File: config.mk
export PLATFORM = sky130hd
export DESIGN_NAME = dram_req_arbiter
export DESIGN_NICKNAME = d
export VERILOG_FILES = /design/src/rtl/dram_req_arbiter_pkg.sv /design/src/rtl/dram_req_arbiter_rd_tag_fifo.sv /design/src/rtl/dram_req_arbiter.sv
export SDC_FILE = /design/constraint.sdc
export NUM_CORES = 1
export LEC_CHECK = 0
export ABC_CLOCK_PERIOD_IN_PS = 3100
export BUFFER_PORTS_ARGS = -buffer_cell sky130_fd_sc_hd__buf_2
export CORE_AREA = 10 10 375 377
export DETAILED_ROUTE_END_ITERATION = 10
export DIE_AREA = 0 0 385 387
export GPL_ROUTABILITY_DRIVEN = 1
export GPL_TIMING_DRIVEN = 0
export PLACE_DENSITY_LB_ADDON = 0.1
export SLEW_MARGIN = 20
export SYNTH_ARGS = -nofsm -noshare
export SYNTH_HDL_FRONTEND = slang
export SYNTH_SLANG_ARGS = --single-unit
File: constraint.sdc
create_clock -name clk -period 3.1 [get_ports clk]
set_input_delay 0 -clock clk [delete_from_list [all_inputs] [get_ports clk]]
set_output_delay 0 -clock clk [all_outputs]
set_load 0.05 [all_outputs]
File: src/rtl/dram_req_arbiter_pkg.sv
// dram_req_arbiter_pkg: libmemif shared constants, command FSM state type and tag-width helper
package libmemif;
   localparam int DRAM_WBEATS = 2;
   typedef enum logic [1:0] {IDLE, ISSUE, WBEAT1} dram_arb_state_type;
   function automatic int tag_w(input int n);
      return (n > 1) ? $clog2(n) : 1;
   endfunction
endpackage

File: src/rtl/dram_req_arbiter_rd_tag_fifo.sv
// dram_rd_tag_fifo: in-order FIFO of requester indices for outstanding reads
//   push/din: enqueue a tag; pop: drop head; head: oldest tag; full/empty: occupancy flags
module dram_rd_tag_fifo import libmemif::*; #(
   parameter int DEPTH = 8,
   parameter int W     = 1
) (
   input  logic         clk,
   input  logic         rst,
   input  logic         push,
   input  logic [W-1:0] din,
   input  logic         pop,
   output logic [W-1:0] head,
   output logic         full,
   output logic         empty
);
   localparam int AW = $clog2(DEPTH);
   logic [W-1:0]  mem_q [DEPTH];
   logic [AW-1:0] wp_q, wp_d, rp_q, rp_d;
   logic [AW:0]   cnt_q, cnt_d;
   logic          do_push, do_pop;
   assign full  = cnt_q == (AW+1)'(DEPTH);
   assign empty = cnt_q == '0;
   assign head  = mem_q[rp_q];
   always_comb begin
      do_push = push && !full;
      do_pop  = pop && !empty;
      wp_d    = do_push ? wp_q + AW'(1) : wp_q;
      rp_d    = do_pop ? rp_q + AW'(1) : rp_q;
      cnt_d   = cnt_q + (AW+1)'(do_push) - (AW+1)'(do_pop);
   end
   always_ff @(posedge clk) begin
      if (rst) begin
         wp_q  <= '0;
         rp_q  <= '0;
         cnt_q <= '0;
      end else begin
         wp_q  <= wp_d;
         rp_q  <= rp_d;
         cnt_q <= cnt_d;
      end
      if (do_push) mem_q[wp_q] <= din;
   end
endmodule

File: src/rtl/dram_req_arbiter.sv
// dram_req_arbiter: round-robin sharing of the DDR2 user port among NREQ requesters
//   req_*: requester command side (valid/write/addr/wdata in, one-hot ready out)
//   rdata*: read beats steered to the owning requester; err: sticky orphan-beat flag
//   af_*/wb_*/rb_*: MIG address FIFO, write buffer and read buffer
module dram_req_arbiter import libmemif::*; #(
   parameter int NREQ     = 2,
   parameter int ADDRW    = 25,
   parameter int TAGDEPTH = 8
) (
   input  logic                       clk,
   input  logic                       rst,
   input  logic [NREQ-1:0]            req_valid,
   input  logic [NREQ-1:0]            req_write,
   input  logic [NREQ-1:0][ADDRW-1:0] req_addr,
   input  logic [NREQ-1:0][255:0]     req_wdata,
   output logic [NREQ-1:0]            req_ready,
   output logic [127:0]               rdata,
   output logic [NREQ-1:0]            rdata_valid,
   output logic                       rdata_last,
   output logic                       err,
   output logic                       af_wren,
   output logic [ADDRW-1:0]           af_addr,
   output logic                       af_read,
   input  logic                       af_full,
   output logic                       wb_wren,
   output logic [127:0]               wb_data,
   input  logic                       wb_full,
   input  logic                       rb_empty,
   input  logic [127:0]               rb_data,
   output logic                       rb_re
);
   localparam int TW = tag_w(NREQ);
   dram_arb_state_type state_q, state_d;
   logic [TW-1:0]    last_q, last_d, win_q, win_d, cand, pick, tag_head;
   logic             wr_q, wr_d, found, go, tag_full, tag_empty, hit;
   logic [127:0]     hi_q, hi_d, wb_data_q, wb_data_d;
   logic             af_wren_q, af_wren_d, af_read_q, af_read_d, wb_wren_q, wb_wren_d;
   logic [ADDRW-1:0] af_addr_q, af_addr_d;
   logic [NREQ-1:0]  ready_q, ready_d;
   logic             rbeat_q, rbeat_d, err_q, err_d;
   assign req_ready = ready_q;
   assign af_wren   = af_wren_q;
   assign af_addr   = af_addr_q;
   assign af_read   = af_read_q;
   assign wb_wren   = wb_wren_q;
   assign wb_data   = wb_data_q;
   assign err       = err_q;
   // Return path: pop whenever data is present, even with no owner, so the read buffer never wedges.
   assign rb_re       = !rb_empty && !rst;
   assign hit         = rb_re && !tag_empty;
   assign rdata       = rb_re ? rb_data : '0;
   assign rdata_valid = hit ? (NREQ'(1) << tag_head) : '0;
   assign rdata_last  = hit && rbeat_q;
   always_comb begin
      found = 1'b0;
      pick  = '0;
      cand  = '0;
      for (int k = 1; k <= NREQ; k++) begin
         cand = TW'((int'(last_q) + k) % NREQ);
         if (!found && req_valid[cand]) begin
            found = 1'b1;
            pick  = cand;
         end
      end
      // Only the first valid requester is considered; if it is blocked nobody else jumps ahead.
      go        = state_q == IDLE && found && !af_full && (req_write[pick] ? !wb_full : !tag_full);
      state_d   = state_q;
      last_d    = last_q;
      win_d     = win_q;
      wr_d      = wr_q;
      hi_d      = hi_q;
      af_wren_d = 1'b0;
      af_read_d = af_read_q;
      af_addr_d = af_addr_q;
      ready_d   = '0;
      wb_wren_d = 1'b0;
      wb_data_d = wb_data_q;
      rbeat_d   = hit ? !rbeat_q : rbeat_q;
      err_d     = err_q || (rb_re && tag_empty);
      case (state_q)
         IDLE: if (go) begin
            state_d       = ISSUE;
            last_d        = pick;
            win_d         = pick;
            wr_d          = req_write[pick];
            hi_d          = req_wdata[pick][255:128];
            af_wren_d     = 1'b1;
            af_read_d     = !req_write[pick];
            af_addr_d     = req_addr[pick];
            ready_d[pick] = 1'b1;
            wb_wren_d     = req_write[pick];
            wb_data_d     = req_write[pick] ? req_wdata[pick][127:0] : wb_data_q;
         end
         ISSUE: begin
            state_d   = wr_q ? WBEAT1 : IDLE;
            wb_wren_d = wr_q;
            wb_data_d = wr_q ? hi_q : wb_data_q;
         end
         default: state_d = IDLE;
      endcase
   end
   always_ff @(posedge clk) begin
      if (rst) begin
         state_q   <= IDLE;
         last_q    <= TW'(NREQ - 1);
         win_q     <= '0;
         wr_q      <= 1'b0;
         hi_q      <= '0;
         af_wren_q <= 1'b0;
         af_read_q <= 1'b0;
         af_addr_q <= '0;
         ready_q   <= '0;
         wb_wren_q <= 1'b0;
         wb_data_q <= '0;
         rbeat_q   <= 1'b0;
         err_q     <= 1'b0;
      end else begin
         state_q   <= state_d;
         last_q    <= last_d;
         win_q     <= win_d;
         wr_q      <= wr_d;
         hi_q      <= hi_d;
         af_wren_q <= af_wren_d;
         af_read_q <= af_read_d;
         af_addr_q <= af_addr_d;
         ready_q   <= ready_d;
         wb_wren_q <= wb_wren_d;
         wb_data_q <= wb_data_d;
         rbeat_q   <= rbeat_d;
         err_q     <= err_d;
      end
   end
   dram_rd_tag_fifo #(.DEPTH(TAGDEPTH), .W(TW)) u_tags (
      .clk   (clk),
      .rst   (rst),
      .push  (state_q == ISSUE && !wr_q),
      .din   (win_q),
      .pop   (hit && rbeat_q),
      .head  (tag_head),
      .full  (tag_full),
      .empty (tag_empty)
   );
endmodule

* Word-level counts from Yosys, hierarchy flattened
Memories as Yosys holds them, arrays and structs flattened. A register that Yosys moved wholly into a read port is not among the register bits. Index checks and enable logic that the tools add are counted.
Cells by class: $add $sub $neg 6, bitwise operators 2, mux-type cells 33, shift operators 1, magnitude comparators 4, eq/ne operators 5, reduce and logical (&&, ||, !) cells 30
Operators with widths (count):
- $mux 128 | 4
- $mux 256 | 2
- $pmux 128 s2 | 1
- $mux 25 | 2
- $mux 1 | 16
- $logic_and 1x1->1 | 12
- $logic_not 1->1 | 10
- $add 3x1->3 const B | 2
- $lt 1x2->1 const B | 3
- $mux 2 | 3
- $mux 3 | 2
- $add 4x1->4 | 1
- $eq 4x4->1 const B | 1
- $logic_not 4->1 | 1
- $ne 2x2->1 const B | 2
- $pmux 2 s2 | 1
- $reduce_and 4->1 | 1
- $sub 4x1->4 | 1
- $reduce_or 3->1 | 1
- $add 1x1->1 const B | 2
- $eq 2x1->1 const B | 1
- $logic_not 2->1 | 1
- $ne 2x1->1 const B | 1
- $not 1->1 | 2
- 8 further kinds | 8
Storage, ports and cells: output and inout bits 291, input bits 699, memories kept 1, memory bits (writable) 8, bits in registers 303
Memory list:
- u_tags.mem_q | words 8, bits a word 1, read ports 1, clocked after Yosys merged registers in 1, write ports 1, RTL line dram_req_arbiter_rd_tag_fifo.sv:17 | logic [W-1:0] mem_q [DEPTH];

* Longest topological paths before layout
Gate-level depths: netlist of the first run.
depth in word-level cells 13, depth in mapped cells 11, mapped depth without buffers 11

* Hierarchy
A second synthesis of the first run with hierarchy kept.
Second synthesis, totals: cells, all modules 2176, area total of the unflattened synthesis 16981.3 um2
By module, submodules not included:
- dram_req_arbiter | sequential area each 5865.6 um2, instances 1, area each 15942.8 um2, cells each 2084
- dram_rd_tag_fifo | sequential area each 500.5 um2, instances 1, area each 1038.5 um2, cells each 92

* Least setup slack after synthesis of the first run
Ideal clock, no wire load.
path kind reg2reg, from reg u_tags.cnt_q[2], to reg u_tags.cnt_q[2], buffers on the path 0, clock period less this slack 2.192 ns, cell stages (with the launch flop) 12, required time 2.972 ns, path slack 0.908 ns, arrival time 2.065 ns, cells stage by stage dfxtp_1 > inv_1 > ha_1 > or3b_2 > nand3_1 > or2_2 > nand2_1 > ha_1 > inv_1 > fa_1 > xor2_1 > nor2_1
Between the ends: word-level cells in the longest chain between the ends 6, elaborated cells on any way between the ends 10, those cells by class 2 x add/sub; 1 x eq/ne; 7 x reduce/logical
Ends and longest elaborated chain:
- start, declared | RTL line dram_req_arbiter_rd_tag_fifo.sv:19 | logic [AW:0] cnt_q, cnt_d;
- start signal, assigned | RTL line dram_req_arbiter_rd_tag_fifo.sv:39 | cnt_q <= cnt_d;
- parallel branches: the longest is 5 deep, another holds $add 4x1->4
- $sub 4x1->4 * | RTL line dram_req_arbiter_rd_tag_fifo.sv:29 | cnt_d = cnt_q + (AW+1)'(do_push) - (AW+1)'(do_pop);
Mark *: on every way between the ends. A chain may end at the register's enable or synchronous reset.

* Worst setup path after layout of the first run
from reg last_q, to reg hi_q[16]
Between the ends: word-level cells in the longest chain between the ends 12, elaborated cells on any way between the ends 21, those cells by class 2 x add/sub; 13 x mux; 6 x reduce/logical
Ends and longest elaborated chain:
- start, declared | RTL line dram_req_arbiter.sv:34 | logic [TW-1:0] last_q, last_d, win_q, win_d, cand, pick, tag_head;
- start signal, assigned | RTL line dram_req_arbiter.sv:105 | last_q <= TW'(NREQ - 1);
- start signal, assigned | RTL line dram_req_arbiter.sv:119 | last_q <= last_d;
- $add 1x1->1 | RTL line dram_req_arbiter.sv:59 | cand = TW'((int'(last_q) + k) % NREQ);
- $mux 1 (not written as such) (2 in a row) | RTL line dram_req_arbiter.sv:60 | if (!found && req_valid[cand]) begin
- $mux 1 | RTL line dram_req_arbiter.sv:60
- $logic_not 1->1 | RTL line dram_req_arbiter.sv:60
- $logic_and 1x1->1 | RTL line dram_req_arbiter.sv:60
- $mux 1 | RTL line dram_req_arbiter.sv:60
- $mux 1 (not written as such) (2 in a row) | RTL line dram_req_arbiter.sv:66 | go = state_q == IDLE && found && !af_full && (req_write[pick] ? !wb_full : !tag_full);
- $mux 1 | RTL line dram_req_arbiter.sv:66
- $logic_and 1x1->1 | RTL line dram_req_arbiter.sv:66
- $reduce_and 2->1 (no source line)
- end signal, assigned | RTL line dram_req_arbiter.sv:122 | hi_q <= hi_d;
- end, declared | RTL line dram_req_arbiter.sv:36 | logic [127:0] hi_q, hi_d, wb_data_q, wb_data_d;
Parallel ways exist; a longest one is shown, timed or not. The select of a mux whose other input is x is not followed.

==> results of run 1 <==
==> metrics by stage <==
stage	cells	power (W)	instance area, sq um	TNS, ns	setup WS, ns
2_1_floorplan	2164	0.00673	16900	0	0.908
3_5_place_dp	4924	0.00839	24200	-3.34	-0.190
4_1_cts	5576	0.0147	31400	0	0.00946
6_report	5613	0.0144	31500	0	0.187
5_1_grt	5598	0.0151	31400	0	0.0155
3_3_place_gp	4921	0.00841	24100	-62.24	-0.925
==> worst max-delay path by stage <==
stage               cells after the start                         end                       start
floorplan                              11  u_tags.cnt_q[2]$_SDFF_PP0_  u_tags.cnt_q[2]$_SDFF_PP0_
global placement                        6          win_q$_SDFFE_PP0P_                         rst
detailed placement                      7     wb_data[5]$_SDFFE_PP0P_                         rst
CTS                                     8    wb_data[44]$_SDFFE_PP0P_         last_q$_SDFFE_PP1P_
global route                            6       hi_q[11]$_SDFFE_PP0P_         last_q$_SDFFE_PP1P_
finish                                  6       hi_q[16]$_SDFFE_PP0P_         last_q$_SDFFE_PP1P_
==> what timing repair did <==
action	in CTS	in global routing
gates resized for setup	1	10
hold buffers	569	0
endpoints found under the hold margin	287	0
cloned	0	0
endpoints found under the setup margin	1	34
==> layer usage <==
layer	GRT usage (%)	routed length, um	up-vias
li1	-	-	11000
met1	23.2	63000	10900
met2	29.6	64700	792
met3	4.23	9050	136
met4	3.61	2680	18
met5	0	105	-
==> cells in the final DEF, fill, tap and decap left out, drive strengths merged, types with 2 or more instances in the layout <==
| cell | netlist | final |
|---|---|---|
| a21oi | 3 | 3 |
| clkinv | 0 | 5 |
| nand2b | 5 | 5 |
| or3b | 2 | 2 |
| nand4 | 2 | 2 |
| o21ai | 127 | 127 |
| nand2 | 697 | 697 |
| a31oi | 153 | 153 |
| nor2 | 29 | 29 |
| diode | 0 | 38 |
| dlygate4sd3 | 0 | 569 |
| and2 | 130 | 130 |
| edfxtp | 8 | 8 |
| nand3 | 3 | 3 |
| a311oi | 153 | 153 |
| buf | 59 | 1052 |
| ha | 7 | 7 |
| nor3 | 4 | 4 |
| clkbuf | 177 | 248 |
| a31o | 127 | 127 |
| bufinv | 0 | 2 |
| nor2b | 2 | 2 |
| xor2 | 4 | 4 |
| dfxtp | 306 | 306 |
| xnor2 | 2 | 2 |
| o31ai | 2 | 2 |
| mux4 | 2 | 2 |
| mux2i | 131 | 131 |
| inv | 9 | 11 |
==> state kept, by name, summed over array words and instances, names as in the netlist, named ones only <==
signal	count
hi_q	128
af_addr	25
wb_data	128
last_q	1
af_wren	1
rbeat_q	1
u_tags.cnt_q	4
state_q	2
err	1
af_read	1
u_tags.mem_q	8
win_q	1
u_tags.rp_q	3
req_ready	2
wr_q	1
u_tags.wp_q	3
wb_wren	1
==> power by group through the flow <==
stage	Clock, W	Sequential [W]	Combinational (W)
final	0.00549	0.00455	0.00435
after global routing	0.00584	0.00458	0.00469
after CTS	0.00574	0.00455	0.00442
after detailed placement	0	0.00463	0.00376
after global placement	0	0.00463	0.00377
after floorplan	0	0.00499	0.00173
==> worst min-delay path, stage by stage <==
cell and delay (ns):
buf_2 0.13, nand2_1 0.15, a221oi_2 0.11, o31ai_1 0.19, a21oi_1 0.06
==> Yosys cell counts (all sizes together) (2+ instances only) <==
cell type / instances
nor2b: 2
a31oi: 153
o31ai: 2
mux2i: 131
mux4: 2
buf: 59
inv: 9
nand2: 697
nand4: 2
nor2: 29
xnor2: 2
dfxtp: 306
and2: 130
a21oi: 3
a31o: 127
ha: 7
edfxtp: 8
nor3: 4
or3b: 2
nand2b: 5
clkbuf: 177
a311oi: 153
o21ai: 127
xor2: 4
nand3: 3
==> logic make-up after synthesis <==
group	Yosys count
AND/OR/NAND/NOR	880
XOR/XNOR	6
buffers and inverters	245
adder cells (fa/ha/maj)	8
multiplexers	133
AO/OA/AOI/OAI	578
flip-flops	314
==> final cells by class <==
| class | instances | area share, % |
|---|---|---|
| flip-flops and latches | 314 | 20.2 |
| plain buffers | 235 | 3.66 |
| clock inverters | 10 | 0.386 |
| clock buffers | 73 | 4.40 |
| inverters | 9 | 0.107 |
| diodes | 38 | 0.302 |
| well taps | 1768 | 7.03 |
| repair buffers | 1561 | 34.0 |
| multi-input cells | 1605 | 29.9 |
==> results.toml, run 1 <==
[run_status]
status = "finished, final reports clean"

[drt]
vias = 22800
wire_per_inst_um = 24.9
finalWirelength_um = 140000
dr.pass1.iters = 6
ant_nets = 0
drt-initial-drc-count = 1219
drc = 0
via_per_inst = 4.07

[setup_path]
cp.required_ns = 3.64
start_kind = "flop"
crit_chain = "a21boi_0 -> clkbuf_2 -> clkbuf_1 -> nand2_1 -> a311oi_1 -> dlygate4sd3_1"
slowest_delay_ns = 0.63
cp-end-kind = "flop"
r2r_setup_slack_ns = 0.19
cp_max_fo = 10
path_delay_family = "buffers and inverters"
rr_worst_depth = 6
worstPathArrival_ns = 3.45
crit_buf_inv = 3
worstReg2RegStart = "last_q$_SDFFE_PP1P_"
reg2reg_to = "hi_q[16]$_SDFFE_PP0P_"
cp_slowest_cell = "clkbuf_2"
critical_path_class = "flop to flop"

[logic_synthesis]
synth_compound_area_share_pct = 24.8
synthArstFlopShare_pct = 0
ys_ff_latch = 314
yosysSeqAreaShare_pct = 37.6
synthDistinctLibCells = 48
synth_top_family_by_area = "compound AO/OA/AOI/OAI gates"
synth_xor_xnor_area_share_pct = 0.310
synth_ff_type = "dfxtp_1"
synthMuxAreaShare_pct = 8.01
synth-adder-area-share_pct = 0.635
synth_edf_count = 8
syn_inst = 2164
synthTopCellsByArea = "dfxtp_1 (36%), nand2_1 (15%), a311oi_1 (7.9%)"
ys_warn_count = 0
syn-num-nets = 2871
synth_area_sq_mm = 0.0169
synth_simple_gate_area_share_pct = 21.8
yosysTopAreaCellShare_pct = 36.2
synth_top_area_cell = "dfxtp_1"
syn_avg_cell_area_sq_um = 7.83

[die]
ios = 990
core_region_area_sq_mm = 0.133
die-height_um = 387
fp.dieW_um = 385
initial_core_util_pct = 12.7
rows = 134
die_area_sq_mm = 0.149

[placement]
portBuffers = 989
dpl.hpwl_um = 112000
place_congestion = 0.896

[sta]
finalSetupViolCount = 0
fin_crit_sh_pct = 94.0
fin_skew_ns = 0.0255
fmax_ghz = 0.343
worstMarginPinSlew_ns = 1.08
slew_headroom_pct = 28.3
rsz0062_at_grt = "false"
post-route-min-period_ns = 2.91
hold_ws_ns = 0.0724
slew_viol_final = 0
final-hold-violation-count = 0

[power]
combinationalPowerShare_pct = 30.2
p_sw_w = 0.00510
p_per_area_mw_per_mm2 = 457
swShare_pct = 35.4
p_leak_nw = 14.4
power.internal_w = 0.00929
clock_power_share_pct = 38.2
irDropWorstVdd_v = 0.000351
p_seq_share_pct = 31.6

[global_routing]
grt.overflow.total = 0
antenna_found_initial = 53
grt_pass1_wl_um = 193000
grt_max_degree = 13
grtUsageTotal_pct = 17.8
grt_pass1_vias = 24800

[cts]
clkLatencyLatePin_ns = 0.63
numCtsBuffers = 46
clk_pin_slew_ns = 0.06
cts_tree = "done"
cts_htree_levels = 2
postCtsSetupBuffers = 0
cts.sinks = 314
cts_buffer_depth = 3
root_buffer = "clkbuf_16"

[flow_run]
cap_violations = 0

[hold_path]
hold_class = "input port to flop"
hold_end = "af_read$_SDFFE_PP0P_"
holdPathStages = 5
hold_start = "req_valid[0]"

[cells_and_area]
final_util_pct = 23.7
multi_input_area_sq_mm = 0.00941
drive_gt1_share_pct = 33.2
regArea_sq_mm = 0.00637
synthToLayoutAreaGrowth_pct = 85.9
fillers = 15000
fin_nets = 4479
Power figures use the tool's default switching activity.
==> run 2: changes to the inputs <==
--- a/config.mk
+++ b/config.mk
@@ -7,13 +7,14 @@
 export LEC_CHECK = 0
 export ABC_CLOCK_PERIOD_IN_PS = 3100
 export BUFFER_PORTS_ARGS = -buffer_cell sky130_fd_sc_hd__buf_2
-export CORE_AREA = 10 10 375 377
+export CORE_AREA = 10 10 373 375
 export DETAILED_ROUTE_END_ITERATION = 10
-export DIE_AREA = 0 0 385 387
+export DIE_AREA = 0 0 383 385
 export GPL_ROUTABILITY_DRIVEN = 1
 export GPL_TIMING_DRIVEN = 0
 export PLACE_DENSITY_LB_ADDON = 0.1
 export SLEW_MARGIN = 20
 export SYNTH_ARGS = -nofsm -noshare
 export SYNTH_HDL_FRONTEND = slang
+export SYNTH_HIERARCHICAL = 1
 export SYNTH_SLANG_ARGS = --single-unit
==> run 2 against run 1 <==
Count of clock-buffer cells in the layout is 15 lower. Combinational power rose by 5.5%. Via count is 2.3% higher. Sequential share of layout area shrank 0.067 points. Critical endpoint is now wb_data[6]$_SDFFE_PP0P_. Highest routed layer unchanged.
==> results.toml, run 2 <==
[placement]
place_ws_ns = -0.806
portBuffers = 989
dpl.hpwl_um = 123000
place_congestion = 0.901
dp_cells = 4923

[die]
initial_core_util_pct = 12.9
ios = 990
die-height_um = 385
rows = 133
core_region_area_sq_mm = 0.131
fp.dieW_um = 383
die_area_sq_mm = 0.147

[drt]
via_per_inst = 4.17
ant_nets = 0
drc = 0
drt-initial-drc-count = 1217
vias = 23400
wire_per_inst_um = 26.4
finalWirelength_um = 148000
dr.pass1.iters = 5

[setup_path]
reg2reg_to = "wb_data[6]$_SDFFE_PP0P_"
r2r_setup_slack_ns = 0.12
critical_path_class = "flop to flop"
start_kind = "flop"
worstPathArrival_ns = 3.50
worstReg2RegStart = "state_q[1]$_SDFFE_PP0P_"
cp.required_ns = 3.61
cp_max_fo = 10
cp-end-kind = "flop"
rr_worst_depth = 7

[run_status]
status = "finished, final reports clean"

[hold_path]
hold_class = "input port to flop"
hold_start = "req_wdata[236]"
holdPathStages = 4
hold_end = "hi_q[108]$_SDFFE_PP0P_"

[power]
irDropWorstVdd_v = 0.000399
p_per_area_mw_per_mm2 = 470
finalPower_w = 0.0148
p_leak_nw = 14.6

[global_routing]
grtUsageTotal_pct = 19.0
grt_pass1_wl_um = 202000
antenna_found_initial = 62
grt_max_degree = 16
grt_pass1_vias = 25200
grt.overflow.total = 0

[cts]
cts_tree = "done"
clkLatencyLatePin_ns = 0.65
cts_htree_levels = 2
cts.sinks = 314
cts_buffer_depth = 3
clk_pin_slew_ns = 0.06
root_buffer = "clkbuf_16"
numCtsBuffers = 46

[logic_synthesis]
ys_ff_latch = 314
ys_warn_count = 6
synthDistinctLibCells = 53
syn_inst = 2176
syn_avg_cell_area_sq_um = 7.80
syn-num-nets = 2883
synth_area_sq_mm = 0.0170
synth_ff_type = "dfxtp_1"
yosysMostFrequentCell = "nand2_1"
synth_edf_count = 8
synthTopCellsByArea = "dfxtp_1 (36%), nand2_1 (15%), a311oi_1 (7.9%)"
yosysTopAreaCellShare_pct = 36.1
yosys-top-cells-count = "nand2_1 (697), dfxtp_1 (306), clkbuf_1 (155), a311oi_1 (153), a31oi_1 (153)"
synth_top_area_cell = "dfxtp_1"
synthArstFlopShare_pct = 0
yosysSeqAreaShare_pct = 37.5

[sta]
worstMarginPinSlew_ns = 1.08
finalSetupViolCount = 0
slew_headroom_pct = 27.8
fmax_ghz = 0.335
post-route-min-period_ns = 2.98
hold_ws_ns = 0.156
slew_viol_final = 0
fin_skew_ns = 0.0593
rsz0062_at_grt = "true"
fin_crit_sh_pct = 96.2
final-hold-violation-count = 0
setup_slack_ns = 0.118

[cells_and_area]
fillers = 14900
final_common_cell = "buf_2"
drive_gt1_share_pct = 30.6
instances_no_fill = 5606
fin_nets = 4493
final_cell_mix = "buf_2 (1045), nand2_1 (697), dlygate4sd3_1 (571)"
synthToLayoutAreaGrowth_pct = 86.0

[flow_run]
cap_violations = 0
-- run 2: cell families after synthesis --
family / Yosys count / synth area share [%]
adder cells (fa/ha/maj): 8 / 0.634
AO/OA/AOI/OAI: 461 / 22.2
multiplexers: 136 / 8.28
flip-flops: 314 / 37.5
XOR/XNOR: 2 / 0.103
AND/OR/NAND/NOR: 1007 / 24.8
buffers and inverters: 248 / 6.54
-- run 2: metal layers --
metal  vias up  routed length, um  GRT usage, %
li1      11100                  -             -
met1     11200              60400          22.5
met2       893              73000          34.0
met3       186              10000          4.85
met4        46               4290          4.60
met5         -                310             0
-- run 2: through the flow --
stage	area (sq um)	setup TNS (ns)	util, %
after floorplan	17000	0	-
after global placement	24100	-161.16	18.4
after global routing	31500	-0.109	24.0
final	31600	0	24.1
after CTS	31500	0	24.0
after detailed placement	24200	-5.25	18.5
-- run 2: cell type report --
class	instances	area [sq um]	share of cell area, %
multi-input combinational	1614	9510	30.1
tap	1755	2200	6.95
clock buffer	58	1240	3.91
buffer	236	1110	3.52
sequential	314	6370	20.2
antenna	29	72.6	0.230
inverter	11	41.3	0.131
clock inverter	26	307	0.971
timing repair buffer	1563	10700	34.0
-- run 2: worst max path at each step --
stage,from,end,cells after the start
global placement,rst,u_tags/cnt_q[2]$_SDFF_PP0_,13
global route,state_q[1]$_SDFFE_PP0P_,u_tags/cnt_q[2]$_SDFF_PP0_,12
finish,state_q[1]$_SDFFE_PP0P_,wb_data[6]$_SDFFE_PP0P_,7
CTS,state_q[1]$_SDFFE_PP0P_,wb_data[63]$_SDFFE_PP0P_,8
detailed placement,rst,u_tags/cnt_q[2]$_SDFF_PP0_,14
floorplan,u_tags/cnt_q[2]$_SDFF_PP0_,u_tags/cnt_q[2]$_SDFF_PP0_,12
-- run 2: critical path: stages (launching register included) --
cell	delay [ns]
dfxtp_1	0.36
nand2b_1	0.11
clkbuf_1	0.31
clkbuf_8	0.34
clkbuf_1	0.70
a311o_1	0.32
dlygate4sd3_1	0.62
mux2i_1	0.09
-- run 2: where the power goes --
part           switching, W  leakage (nW)  total (W)  internal (W)
Sequential         0.000229          2.58    0.00463       0.00441
Combinational       0.00283          11.3    0.00459       0.00176
Clock               0.00242         0.753    0.00562       0.00320
-- run 2: timing repair --
| action | in CTS | in global routing |
|---|---|---|
| endpoints found under the hold margin | 294 | 0 |
| buffers inserted | 0 | 0 |
| hold buffers | 571 | 0 |
| endpoints found under the setup margin | 10 | 57 |
| resized for setup | 5 | 27 |
